File: src/rtl/control_pkg.sv
// Shared RV32I encodings for the multicycle control unit: datapath mux selects
// and ISA field enums, plus small funct3 validity helpers.
package rv32i_mux_types;

    typedef enum logic [1:0] {
        pcmux_pc_plus4 = 2'b00,
        pcmux_alu_out  = 2'b01,
        pcmux_alu_mod2 = 2'b10
    } pcmux_sel_t;

    typedef enum logic {
        marmux_pc_out  = 1'b0,
        marmux_alu_out = 1'b1
    } marmux_sel_t;

    typedef enum logic {
        alumux1_rs1_out = 1'b0,
        alumux1_pc_out  = 1'b1
    } alumux1_sel_t;

    typedef enum logic [2:0] {
        alumux2_i_imm   = 3'd0,
        alumux2_u_imm   = 3'd1,
        alumux2_b_imm   = 3'd2,
        alumux2_s_imm   = 3'd3,
        alumux2_j_imm   = 3'd4,
        alumux2_rs2_out = 3'd5
    } alumux2_sel_t;

    typedef enum logic [3:0] {
        regfilemux_alu_out  = 4'd0,
        regfilemux_br_en    = 4'd1,
        regfilemux_u_imm    = 4'd2,
        regfilemux_lw       = 4'd3,
        regfilemux_pc_plus4 = 4'd4,
        regfilemux_lb       = 4'd5,
        regfilemux_lbu      = 4'd6,
        regfilemux_lh       = 4'd7,
        regfilemux_lhu      = 4'd8
    } regfilemux_sel_t;

    typedef enum logic {
        cmpmux_rs2_out = 1'b0,
        cmpmux_i_imm   = 1'b1
    } cmpmux_sel_t;

endpackage

package rv32i_types;

    typedef enum logic [6:0] {
        op_lui   = 7'b0110111,
        op_auipc = 7'b0010111,
        op_jal   = 7'b1101111,
        op_jalr  = 7'b1100111,
        op_br    = 7'b1100011,
        op_load  = 7'b0000011,
        op_store = 7'b0100011,
        op_imm   = 7'b0010011,
        op_reg   = 7'b0110011,
        op_csr   = 7'b1110011
    } rv32i_opcode;

    typedef enum logic [2:0] {
        beq  = 3'b000,
        bne  = 3'b001,
        blt  = 3'b100,
        bge  = 3'b101,
        bltu = 3'b110,
        bgeu = 3'b111
    } branch_funct3_t;

    typedef enum logic [2:0] {
        lb  = 3'b000,
        lh  = 3'b001,
        lw  = 3'b010,
        lbu = 3'b100,
        lhu = 3'b101
    } load_funct3_t;

    typedef enum logic [2:0] {
        sb = 3'b000,
        sh = 3'b001,
        sw = 3'b010
    } store_funct3_t;

    typedef enum logic [2:0] {
        add  = 3'b000,
        sll  = 3'b001,
        slt  = 3'b010,
        sltu = 3'b011,
        axor = 3'b100,
        sr   = 3'b101,
        aor  = 3'b110,
        aand = 3'b111
    } arith_funct3_t;

    typedef enum logic [2:0] {
        alu_add = 3'b000,
        alu_sll = 3'b001,
        alu_sra = 3'b010,
        alu_sub = 3'b011,
        alu_xor = 3'b100,
        alu_srl = 3'b101,
        alu_or  = 3'b110,
        alu_and = 3'b111
    } alu_ops;

    function automatic logic branch_f3_valid(logic [2:0] f);
        return (f != 3'b010) && (f != 3'b011);
    endfunction

    function automatic logic load_f3_valid(logic [2:0] f);
        return (f == 3'b000) || (f == 3'b001) || (f == 3'b010) ||
               (f == 3'b100) || (f == 3'b101);
    endfunction

    function automatic logic store_f3_valid(logic [2:0] f);
        return (f == 3'b000) || (f == 3'b001) || (f == 3'b010);
    endfunction

endpackage

File: src/rtl/control.sv
// Multicycle RV32I control unit: Moore sequencer driving datapath load enables,
// mux selects, ALU/compare ops and the memory request handshake.
//
// state    | meaning
// ---------+------------------------------------------------
// FETCH1   | PC -> MAR
// FETCH2   | instruction read, wait for mem_resp
// FETCH3   | MDR -> IR
// DECODE   | dispatch on opcode
// IMM      | register-immediate ALU op, PC+4
// REG      | register-register ALU op, PC+4
// LUI      | rd <- u_imm
// AUIPC    | rd <- PC + u_imm
// BR       | conditional branch
// JAL      | rd <- PC+4, PC <- PC + j_imm
// JALR     | rd <- PC+4, PC <- (rs1 + i_imm) & ~1
// CALC_LD  | load address -> MAR
// CALC_ST  | store address -> MAR, rs2 -> data_out
// LD1      | data read, wait for mem_resp
// LD2      | writeback loaded data, PC+4
// ST1      | data write, wait for mem_resp
// ST2      | PC+4
module control
    import rv32i_types::*;
    import rv32i_mux_types::*;
(
    input  logic            clk,
    input  logic            rst,
    input  rv32i_opcode     opcode,
    input  logic [2:0]      funct3,
    input  logic [6:0]      funct7,
    input  logic            br_en,
    input  logic [1:0]      mem_addr_lo,
    input  logic            mem_resp,
    output logic            load_pc,
    output logic            load_ir,
    output logic            load_regfile,
    output logic            load_mar,
    output logic            load_mdr,
    output logic            load_data_out,
    output pcmux_sel_t      pcmux_sel,
    output alumux1_sel_t    alumux1_sel,
    output alumux2_sel_t    alumux2_sel,
    output regfilemux_sel_t regfilemux_sel,
    output marmux_sel_t     marmux_sel,
    output cmpmux_sel_t     cmpmux_sel,
    output alu_ops          aluop,
    output branch_funct3_t  cmpop,
    output logic            mem_read,
    output logic            mem_write,
    output logic [3:0]      mem_byte_enable
);

    typedef enum logic [4:0] {
        FETCH1, FETCH2, FETCH3, DECODE, IMM, REG, LUI, AUIPC, BR,
        JAL, JALR, CALC_LD, CALC_ST, LD1, LD2, ST1, ST2
    } state_t;

    state_t state, next_state;

    arith_funct3_t arith_f3;
    load_funct3_t  load_f3;
    store_funct3_t store_f3;
    logic          unused_funct7;

    assign arith_f3      = arith_funct3_t'(funct3);
    assign load_f3       = load_funct3_t'(funct3);
    assign store_f3      = store_funct3_t'(funct3);
    assign unused_funct7 = ^{funct7[6], funct7[4:0]};

    always_ff @(posedge clk) begin
        if (rst) state <= FETCH1;
        else     state <= next_state;
    end

    always_comb begin
        next_state = state;
        case (state)
            FETCH1:  next_state = FETCH2;
            FETCH2:  if (mem_resp) next_state = FETCH3;
            FETCH3:  next_state = DECODE;
            DECODE: begin
                case (opcode)
                    op_imm:   next_state = IMM;
                    op_reg:   next_state = REG;
                    op_lui:   next_state = LUI;
                    op_auipc: next_state = AUIPC;
                    op_br:    next_state = BR;
                    op_jal:   next_state = JAL;
                    op_jalr:  next_state = JALR;
                    op_load:  next_state = CALC_LD;
                    op_store: next_state = CALC_ST;
                    default:  next_state = FETCH1;
                endcase
            end
            CALC_LD: next_state = LD1;
            CALC_ST: next_state = ST1;
            LD1:     if (mem_resp) next_state = LD2;
            // An undefined store width never issues a write, so there is nothing to wait for.
            ST1:     if (mem_resp || !store_f3_valid(funct3)) next_state = ST2;
            default: next_state = FETCH1;
        endcase
    end

    always_comb begin
        load_pc         = 1'b0;
        load_ir         = 1'b0;
        load_regfile    = 1'b0;
        load_mar        = 1'b0;
        load_mdr        = 1'b0;
        load_data_out   = 1'b0;
        pcmux_sel       = pcmux_pc_plus4;
        alumux1_sel     = alumux1_rs1_out;
        alumux2_sel     = alumux2_i_imm;
        regfilemux_sel  = regfilemux_alu_out;
        marmux_sel      = marmux_pc_out;
        cmpmux_sel      = cmpmux_rs2_out;
        aluop           = alu_add;
        cmpop           = beq;
        mem_read        = 1'b0;
        mem_write       = 1'b0;
        mem_byte_enable = 4'b0000;

        if (!rst) begin
            case (state)
                FETCH1: begin
                    marmux_sel = marmux_pc_out;
                    load_mar   = 1'b1;
                end
                FETCH2: begin
                    mem_read = 1'b1;
                    load_mdr = 1'b1;
                end
                FETCH3: load_ir = 1'b1;
                IMM, REG: begin
                    load_regfile = 1'b1;
                    load_pc      = 1'b1;
                    aluop        = alu_ops'(funct3);
                    alumux2_sel  = (state == REG) ? alumux2_rs2_out : alumux2_i_imm;
                    case (arith_f3)
                        slt, sltu: begin
                            cmpop          = (arith_f3 == slt) ? blt : bltu;
                            regfilemux_sel = regfilemux_br_en;
                            if (state == IMM) cmpmux_sel = cmpmux_i_imm;
                        end
                        sr:      if (funct7[5]) aluop = alu_sra;
                        add:     if (state == REG && funct7[5]) aluop = alu_sub;
                        default: ;
                    endcase
                end
                LUI: begin
                    regfilemux_sel = regfilemux_u_imm;
                    load_regfile   = 1'b1;
                    load_pc        = 1'b1;
                end
                AUIPC: begin
                    alumux1_sel  = alumux1_pc_out;
                    alumux2_sel  = alumux2_u_imm;
                    aluop        = alu_add;
                    load_regfile = 1'b1;
                    load_pc      = 1'b1;
                end
                BR: begin
                    load_pc = 1'b1;
                    if (branch_f3_valid(funct3)) begin
                        cmpop       = branch_funct3_t'(funct3);
                        cmpmux_sel  = cmpmux_rs2_out;
                        alumux1_sel = alumux1_pc_out;
                        alumux2_sel = alumux2_b_imm;
                        aluop       = alu_add;
                        if (br_en) pcmux_sel = pcmux_alu_out;
                    end
                end
                JAL, JALR: begin
                    regfilemux_sel = regfilemux_pc_plus4;
                    load_regfile   = 1'b1;
                    load_pc        = 1'b1;
                    aluop          = alu_add;
                    if (state == JAL) begin
                        alumux1_sel = alumux1_pc_out;
                        alumux2_sel = alumux2_j_imm;
                        pcmux_sel   = pcmux_alu_out;
                    end else begin
                        alumux1_sel = alumux1_rs1_out;
                        alumux2_sel = alumux2_i_imm;
                        pcmux_sel   = pcmux_alu_mod2;
                    end
                end
                CALC_LD: begin
                    alumux2_sel = alumux2_i_imm;
                    aluop       = alu_add;
                    marmux_sel  = marmux_alu_out;
                    load_mar    = 1'b1;
                end
                CALC_ST: begin
                    alumux2_sel   = alumux2_s_imm;
                    aluop         = alu_add;
                    marmux_sel    = marmux_alu_out;
                    load_mar      = 1'b1;
                    load_data_out = 1'b1;
                end
                LD1: begin
                    mem_read = 1'b1;
                    load_mdr = 1'b1;
                end
                LD2: begin
                    load_pc      = 1'b1;
                    load_regfile = load_f3_valid(funct3);
                    case (load_f3)
                        lb:      regfilemux_sel = regfilemux_lb;
                        lh:      regfilemux_sel = regfilemux_lh;
                        lw:      regfilemux_sel = regfilemux_lw;
                        lbu:     regfilemux_sel = regfilemux_lbu;
                        lhu:     regfilemux_sel = regfilemux_lhu;
                        default: regfilemux_sel = regfilemux_alu_out;
                    endcase
                end
                ST1: begin
                    case (store_f3)
                        sw: begin
                            mem_write       = 1'b1;
                            mem_byte_enable = 4'b1111;
                        end
                        sh: begin
                            mem_write       = 1'b1;
                            mem_byte_enable = 4'b0011 << {mem_addr_lo[1], 1'b0};
                        end
                        sb: begin
                            mem_write       = 1'b1;
                            mem_byte_enable = 4'b0001 << mem_addr_lo;
                        end
                        default: ;
                    endcase
                end
                ST2: load_pc = 1'b1;
                default: ;
            endcase
        end
    end

endmodule

File: config.mk
export PLATFORM = sky130hd
export DESIGN_NAME = control
export DESIGN_NICKNAME = d
export VERILOG_FILES = /design/src/rtl/control_pkg.sv /design/src/rtl/control.sv
export SDC_FILE = /design/constraint.sdc
export NUM_CORES = 1
export LEC_CHECK = 0
export BUFFER_PORTS_ARGS = -buffer_cell sky130_fd_sc_hd__buf_2
export CORE_ASPECT_RATIO = 1.4
export CORE_MARGIN = 1.5
export CORE_UTILIZATION = 50
export CTS_BUF_LIST = sky130_fd_sc_hd__clkbuf_4 sky130_fd_sc_hd__clkbuf_8
export DETAILED_ROUTE_END_ITERATION = 7
export PLACE_DENSITY = 0.88
export SYNTH_ARGS = -nofsm -noshare
export SYNTH_HDL_FRONTEND = slang
export SYNTH_SLANG_ARGS = --single-unit
File: constraint.sdc
create_clock -name clk -period 4.36 [get_ports clk]
set_input_delay 0.654 -clock clk [delete_from_list [all_inputs] [get_ports clk]]
set_output_delay 0.654 -clock clk [all_outputs]
set_load 0.01 [all_outputs]
# Word-level counts from Yosys, hierarchy flattened
# Index checks and enable logic that the tools add are counted.
# W data, S select, Z words.
# word_totals
regBits,5
word_cells,115
output_inout_bits,30
input_bits,23
# classes
shifts,2
mux,57
reduce_logical,20
eq_ne,35
# ops
op,n
$eq A5 B4 Y1 const B,8
$pmux W5 S8,1
$pmux W4 S9,1
$mux W3,10
$mux W1,26
$eq A7 B6 Y1 const B,3
$eq A7 B7 Y1 const B,3
$eq A5 B3 Y1 const B,4
$pmux W4 S5,1
$pmux W4 S4,1
$mux W5,3
$pmux W3 S5,1
$eq A7 B5 Y1 const B,2
$mux W4,3
$pmux W3 S2,2
$pmux W4 S3,1
$eq A5 B2 Y1 const B,2
$reduce_or A2 Y1,5
$reduce_or A9 Y1,1
$mux W2,4
$eq A7 B2 Y1 const B,1
$eq A3 B2 Y1 const B,2
$eq A3 B3 Y1 const B,2
$ne A2 B2 Y1 const B,3
other kinds (17),24

# Longest topological paths before layout
# Gate-level depths: netlist of run 1.
# depth
word_depth,7
depth_mapped,6
depth_no_buf,4

# Least setup slack after synthesis of run 1
# No wires, ideal clock.
# synth_path
path_type,input -> output
startpoint,in rst
endpoint,out mem_byte_enable[0]
cell_stages,4
required_time_ps,3706
n_path_buf,1
setup_slack_ps,1937
arrival_time_ps,1769
path_cell_list,or2_1 -> clkbuf_1 -> or4_4 -> a21oi_1
# synth_via
elab_chain_cells,1
# synth_rtl
item,line,source
start: declaration,control.sv:28,"input logic rst,"
$mux W4,control.sv:124,if (!rst) begin
end: declaration,control.sv:51,output logic [3:0] mem_byte_enable
# Every way passes these cells.

# Worst setup path in the final report of run 1
# layout_path
startpoint,reg state[1]
endpoint,out mem_byte_enable[1]
# layout_via
elab_chain_cells,3
# layout_rtl
item,line,source
start: declaration,control.sv:59,"state_t state, next_state;"
start signal: assignment,control.sv:73,else state <= next_state;
$eq A5 B4 Y1,control.sv:125,case (state)
$mux W4,control.sv:125,
$mux W4,control.sv:124,
# Every way passes these cells.

==> results of run 1 <==
==> area by class of cell <==
class / count / area, µm² / area share
well taps: 21 / 26.3 / 0.0214
repair buffers: 46 / 230 / 0.188
inverters: 4 / 15.0 / 0.0122
multi-input cells: 143 / 825 / 0.672
flip-flops and latches: 5 / 100 / 0.0816
clock buffers: 4 / 30.0 / 0.0245
==> worst max-delay path, stage by stage, from the launching register on <==
cell and delay [ps]:
dfxtp_1 790, nand2_1 230, or4_4 560, a21oi_1 140
buf_2 140
==> worst paths after layout <==
path / startpoint / endpoint / slack, ps / cells after the start
max reg2reg: state[2] / state[1] / 2510 / 4
min: rst / state[3] / 780 / 2
min reg2reg: state[0] / state[4] / 810 / 2
max: state[1] / mem_byte_enable[1] / 1600 / 4
==> kinds of logic after synthesis <==
| group | synth area share |
|---|---|
| buf+inv | 0.0774 |
| compound gates | 0.343 |
| xor+xnor | 0.0262 |
| flops | 0.0999 |
| simple gates | 0.453 |
==> per-layer routing <==
metal,GRT usage,part of all wire,up-vias
li1,-,-,679
met1,0.286,0.38,623
met2,0.469,0.52,66
met3,0.0200,0.063,14
met4,0.162,0.038,0
met5,0,0,-
==> cell usage after synthesis, types with 3 or more instances <==
cell type  instances  area (µm²)
inv_1              4        15.0
a31oi_1            3        18.8
a21o_1             4        30.0
xor2_1             3        26.3
a21boi_0           3        22.5
clkbuf_1           8        30.0
a21oi_1           18        90.1
nor4_1             6        37.5
nand2b_1          14        87.6
nand2_1           21        78.8
nand3_1            6        30.0
buf_2              5        25.0
nand3b_1           3        22.5
nor2b_1            3        18.8
o21ai_0            6        30.0
dfxtp_1            5         100
nor2_1            20        75.1
nor3_1             7        35.0
==> per-stage QoR <==
step | hold slack [ps] | worst slack [ps] | power [mW] | std cells | util
detailed placement | 789 | 1700 | 0.125 | 219 | 0.621
finish | 779 | 1600 | 0.187 | 223 | 0.637
floorplan | 542 | 1940 | 0.105 | 166 | -
CTS | 756 | 1620 | 0.186 | 223 | 0.637
global placement | 755 | 1730 | 0.122 | 219 | 0.621
global route | 783 | 1490 | 0.197 | 223 | 0.637
==> where the power goes <==
part,switching (mW),total [mW],internal [mW]
combinational,0.0404,0.0672,0.0268
sequential,0.0108,0.0588,0.0480
clock,0.0199,0.0607,0.0408
total,0.0711,0.187,0.116
==> metrics.txt, run 1 <==
Syn Std Cell Area=about 1000 µm²; top flop regs=state (5); Largest register FFs=5; Initial Utilization=0.520; Post-CTS Setup Inserts=0; via count=1,382; Gate Count Post-Synth=roughly 170; vias in the first global route=roughly 1,200; clock slew seen by the registers of the worst setup and hold paths=40 ps; critical path endpoint category=primary output; CTS sink count=5; Antenna Cells=0; Die Footprint=roughly 2300 µm²; max-slew violation count=0; hold-fix buffers at CTS=0; Avg Cell Area, Syn=between 6 and 7 µm²; worst-path fanout max=24; commonest non-fill, non-tap cell in the layout=buf_2; Worst-Skew Late Latency=250 ps; Biggest register=state; Rows=19; Final Instance Area=roughly 1200 µm²; core area=~1900 µm²; Tmin final=approximately 2800 ps; number of distinct library cells after synthesis=40; layout cells sized above 1=0.267; H-tree Lvls=1; cts bufs inserted=3; Critical Path Source Type=flop; LEAKAGE=0.560 nW; CP arrival=roughly 2100 ps; status=finished, final reports clean; CTS tree=built; Final setup viols=0; Yosys Warn Count=0; sequential share of the synthesized area=0.0999; Seq cells post-synth=5; initial DRC count=43; DP HPWL=about 2300 µm; gr usage total=0.271; detailed-route DRC error count=0; Port Buffer Count=46; largest net degree at the start of global routing=25; Slew HR=0.504; dpl cell area=approximately 1200 µm²; syn nets=~190; most frequent cells in the layout=46 x buf_2, 21 x nand2_1, 20 x nor2_1, 18 x a21oi_1, 14 x nand2b_1; post_cts resized=0; worst hold path type=input pin to flop; ys flop type=dfxtp_1; Crit Path Category=flop to primary output; Max Fclk=approximately 0.36 GHz; final-layout fill cell count=about 180; CP required=3710 ps; Post-synth EDFFs=0; VDD IR max=~0.14 mV; die height=approximately 56 µm; final hold vios=0; asr flop ratio synth=0; gpl congestion=0.912; clock buffer depth=2; Clk Tree Root Cell=clkbuf_4; Final ANT Viol Nets=0; clock skew=~7.2 ps; Post-Route WL=approximately 3000 µm; post-route clock period utilization=0.634; global-route wire length before repair=4580 µm; Die W=between 40 and 50 µm; number of I/O pins=53; RSZ-0062 raised after global routing=no; initial antenna violation count=0; final setup TNS=0 ps; PwrDens=roughly 150 nW/µm²; max_cap viols=0; global route overflow=0; nets@finish=between 200 and 250; Layout area overhead=22.3%; Slew @ Worst Pin=742 ps; routed vias/inst=between 6 and 7; Routed WL per cell=~13 µm; DR pass1 iterations=4
Note: power is estimated with default switching activity, not from simulation.
==> run 2, diff against run 1 <==
ABC_AREA = 1   (was not set)
CORE_UTILIZATION = 41   (was 50)
PLACE_DENSITY = 0.78   (was 0.88)
clock period = 2.5 ns   (was 4.36 ns; I/O delays follow)
==> metrics.txt, run 2 <==
max_cap viols=0 (unchanged); dpl cell area=1190 µm² (was 1200 µm²); Final Instance Area=1220 µm² (was 1230 µm²); Slew @ Worst Pin=370 ps (was 742 ps); hold-fix buffers at CTS=0 (unchanged); Tmin final=2150 ps; CTS tree=built (unchanged); VDD IR max=0.185 mV (was 0.138 mV); most used cell along the critical path=inv_1; clock buffer depth=2 (unchanged); Avg Cell Area, Syn=4.75 µm² (was 6.04 µm²); via count=1,372 (was 1,382); Final setup viols=0 (unchanged); core area=2200 µm² (was 1930 µm²); die height=60.2 µm (was 56.0 µm); Syn Std Cell Area=960 µm² (was 1000 µm²); fin util=0.555 (was 0.637); max incr delay on CP=400 ps (was 790 ps); Gate Count Post-Synth=202 (was 166); asr flop ratio synth=0 (unchanged); final-layout fill cell count=259 (was 179); ys flop type=dfxtp_1 (unchanged); layout cells sized above 1=0.234 (was 0.267); worst-path fanout max=6 (was 24); Die Footprint=2640 µm² (was 2290 µm²); Synth Area in Compound Gates=0.213 (was 0.343); Layout area overhead=27.2% (was 22.3%); Yosys top cell area share=0.207 (was 0.0999); Seq cells post-synth=5 (unchanged); post-synth top area cell=nand2_1 (was dfxtp_1); DP HPWL=2290 µm (was 2300 µm); number of distinct library cells after synthesis=25 (was 40); top flop regs=state (5) (unchanged); area share of fa/ha/maj cells after synthesis=0 (unchanged); H-tree Lvls=1 (unchanged); CP required=2120 ps (was 3710 ps); Post-CTS Setup Inserts=0 (unchanged); syn nets=225 (was 189); DR pass1 iterations=4 (unchanged); switch share=0.411 (was 0.381); flop-to-flop setup slack=1090 ps (was 2510 ps); Crit Path Category=flop to primary output (unchanged); critical path endpoint category=primary output (unchanged); clock skew=0.127 ps (was 7.22 ps); Clk Tree Root Cell=clkbuf_4 (unchanged); CP cell instances=inv_1 > nor2_1 > inv_1 > nor2_1 > o21ai_0 > nand3_1 > nand2_1 > inv_1 > buf_2 (was nand2_1 > or4_4 > a21oi_1 > buf_2); Final ANT Viol Nets=0 (unchanged); max-slew violation count=0 (unchanged); global route overflow=0 (unchanged); Synth Area in Simple Gates=0.499 (was 0.453); Worst-Skew Late Latency=240 ps (was 250 ps); Rows=20 (was 19); Post-Route WL=2680 µm (was 2940 µm); post-route clock period utilization=0.858; Clk pwr share=0.297 (was 0.325); Antenna Cells=0 (unchanged); most frequent cells in the layout=53 x nand2_1, 46 x buf_2, 42 x nor2_1, 39 x inv_1, 18 x a21oi_1 (was 46 x buf_2, 21 x nand2_1, 20 x nor2_1, 18 x a21oi_1, 14 x nand2b_1); gpl congestion=0.891 (was 0.912); final setup TNS=0 ps (unchanged); largest family of logic cells by synthesized area=simple AND/OR/NAND/NOR gates (unchanged); Max Fclk=about 0.47 GHz; sequential share of the synthesized area=0.104 (was 0.0999); LEAKAGE=0.741 nW (was 0.560 nW); Post-synth EDFFs=0 (unchanged); Biggest register=state (unchanged); Port Buffer Count=46 (unchanged); final hold vios=0 (unchanged); reg-to-reg endpoint=state[3] (was state[1]); combinational share of power=0.431 (was 0.360); Largest register FFs=5 (unchanged); commonest non-fill, non-tap cell in the layout=nand2_1 (was buf_2); nets@finish=272 (was 226); routed vias/inst=5.08 (was 6.20); P_sw=0.146 mW (was 0.0711 mW); vias in the first global route=1,196 (was 1,180); detailed-route DRC error count=0 (unchanged); worst hold path type=input pin to flop (unchanged); Slew HR=0.753 (was 0.504); slowest CP cell=dfxtp_1 (unchanged); status=finished, final reports clean (unchanged); global-route wire length before repair=4510 µm (was 4580 µm); Critical Path Source Type=flop (unchanged); clock slew seen by the registers of the worst setup and hold paths=40 ps (about the same); post_cts resized=0 (unchanged); top-count cell post-synth=nand2_1 (unchanged); total power=0.355 mW (was 0.187 mW); CP endpoint=load_regfile (was mem_byte_enable[1]); crit path from=state[1] (unchanged); cts bufs inserted=3 (unchanged); Synth Area in XOR/XNOR=0 (was 0.0262); Yosys Warn Count=0 (unchanged); number of I/O pins=53 (unchanged); Initial Utilization=0.436 (was 0.520); Commonest cells post-synth=53 x nand2_1, 42 x nor2_1, 39 x inv_1, 18 x a21oi_1, 12 x nand3_1 (was 21 x nand2_1, 20 x nor2_1, 18 x a21oi_1, 14 x nand2b_1, 8 x clkbuf_1); Reg2Reg Launch Point=state[0] (was state[2]); Die W=43.9 µm (was 40.8 µm); Internal Power=0.209 mW (was 0.116 mW); CP arrival=1770 ps (was 2110 ps); Register-to-Register Path Depth=9 (was 4); gr usage total=0.223 (was 0.271); largest net degree at the start of global routing=22 (was 25); initial DRC count=24 (was 43); PwrDens=290 nW/µm² (was 152 nW/µm²); CTS sink count=5 (unchanged); Routed WL per cell=9.93 µm (was 13.2 µm); initial antenna violation count=0 (unchanged); synth top area cells=nand2_1 21%, nor2_1 16%, inv_1 15%, dfxtp_1 10%, a21oi_1 9.4% (was dfxtp_1 10%, a21oi_1 9.0%, nand2b_1 8.7%, nand2_1 7.9%, nor2_1 7.5%); post-synthesis mux area share=0 (unchanged); RSZ-0062 raised after global routing=no (unchanged); share of power burned in registers=0.272 (was 0.315)
run 2: area by class of cell:
cell class                      instances  area (µm²)  share of cell area
Tap cell                               22        27.5              0.0225
Multi-Input combinational cell        153         683               0.559
Timing Repair Buffer                   46         230               0.189
Sequential cell                         5         100              0.0820
Clock buffer                            4        30.0              0.0246
Inverter                               40         150               0.123
run 2: critical path, delay by kind of cell (launching register included):
kind / cells / cell delay (ps)
and+or+nand+nor: 4 / 600
DFF: 1 / 400
buffers and inverters: 4 / 390
AOI/OAI and AO/OA: 1 / 130
run 2: through the flow:
step                      instances  setup slack, ps  hold slack [ps]
final                           270              355              430
after detailed placement        266              578              531
after CTS                       270              367              428
after global placement          266              582              512
after global routing            270              170              448
after floorplan                 202              828              489
run 2: how the worst min path moves through the flow:
stage / slack [ps] / end / cells after the start / start
2_1_floorplan: 490 / state[1] / 2 / state[1]
3_3_place_gp: 510 / state[1] / 2 / state[1]
3_5_place_dp: 530 / state[1] / 2 / state[1]
4_1_cts: 430 / state[1] / 4 / mem_resp
5_1_grt: 450 / state[1] / 4 / mem_resp
6_report: 430 / state[1] / 4 / mem_resp
run 2: cells by family (layout without fill, tap and decap cells):
family	Yosys count	after routing
buf+inv	44	90
simple gates	117	117
flops	5	5
compound gates	36	36
run 2: layer usage:
layer | routed length, µm | vias to the layer above | global-route usage
li1 | - | 730 | -
met1 | 1010 | 589 | 0.212
met2 | 1440 | 44 | 0.433
met3 | 128 | 9 | 0.0211
met4 | 99 | 0 | 0.152
met5 | 0 | - | 0
run 2: power by group through the flow:
stage,Sequential [mW],Clock (mW),Combinational [mW]
2_1_floorplan,0.0959,0,0.110
3_3_place_gp,0.0972,0,0.152
3_5_place_dp,0.0976,0,0.152
4_1_cts,0.0963,0.107,0.153
5_1_grt,0.0977,0.112,0.176
6_report,0.0966,0.105,0.153
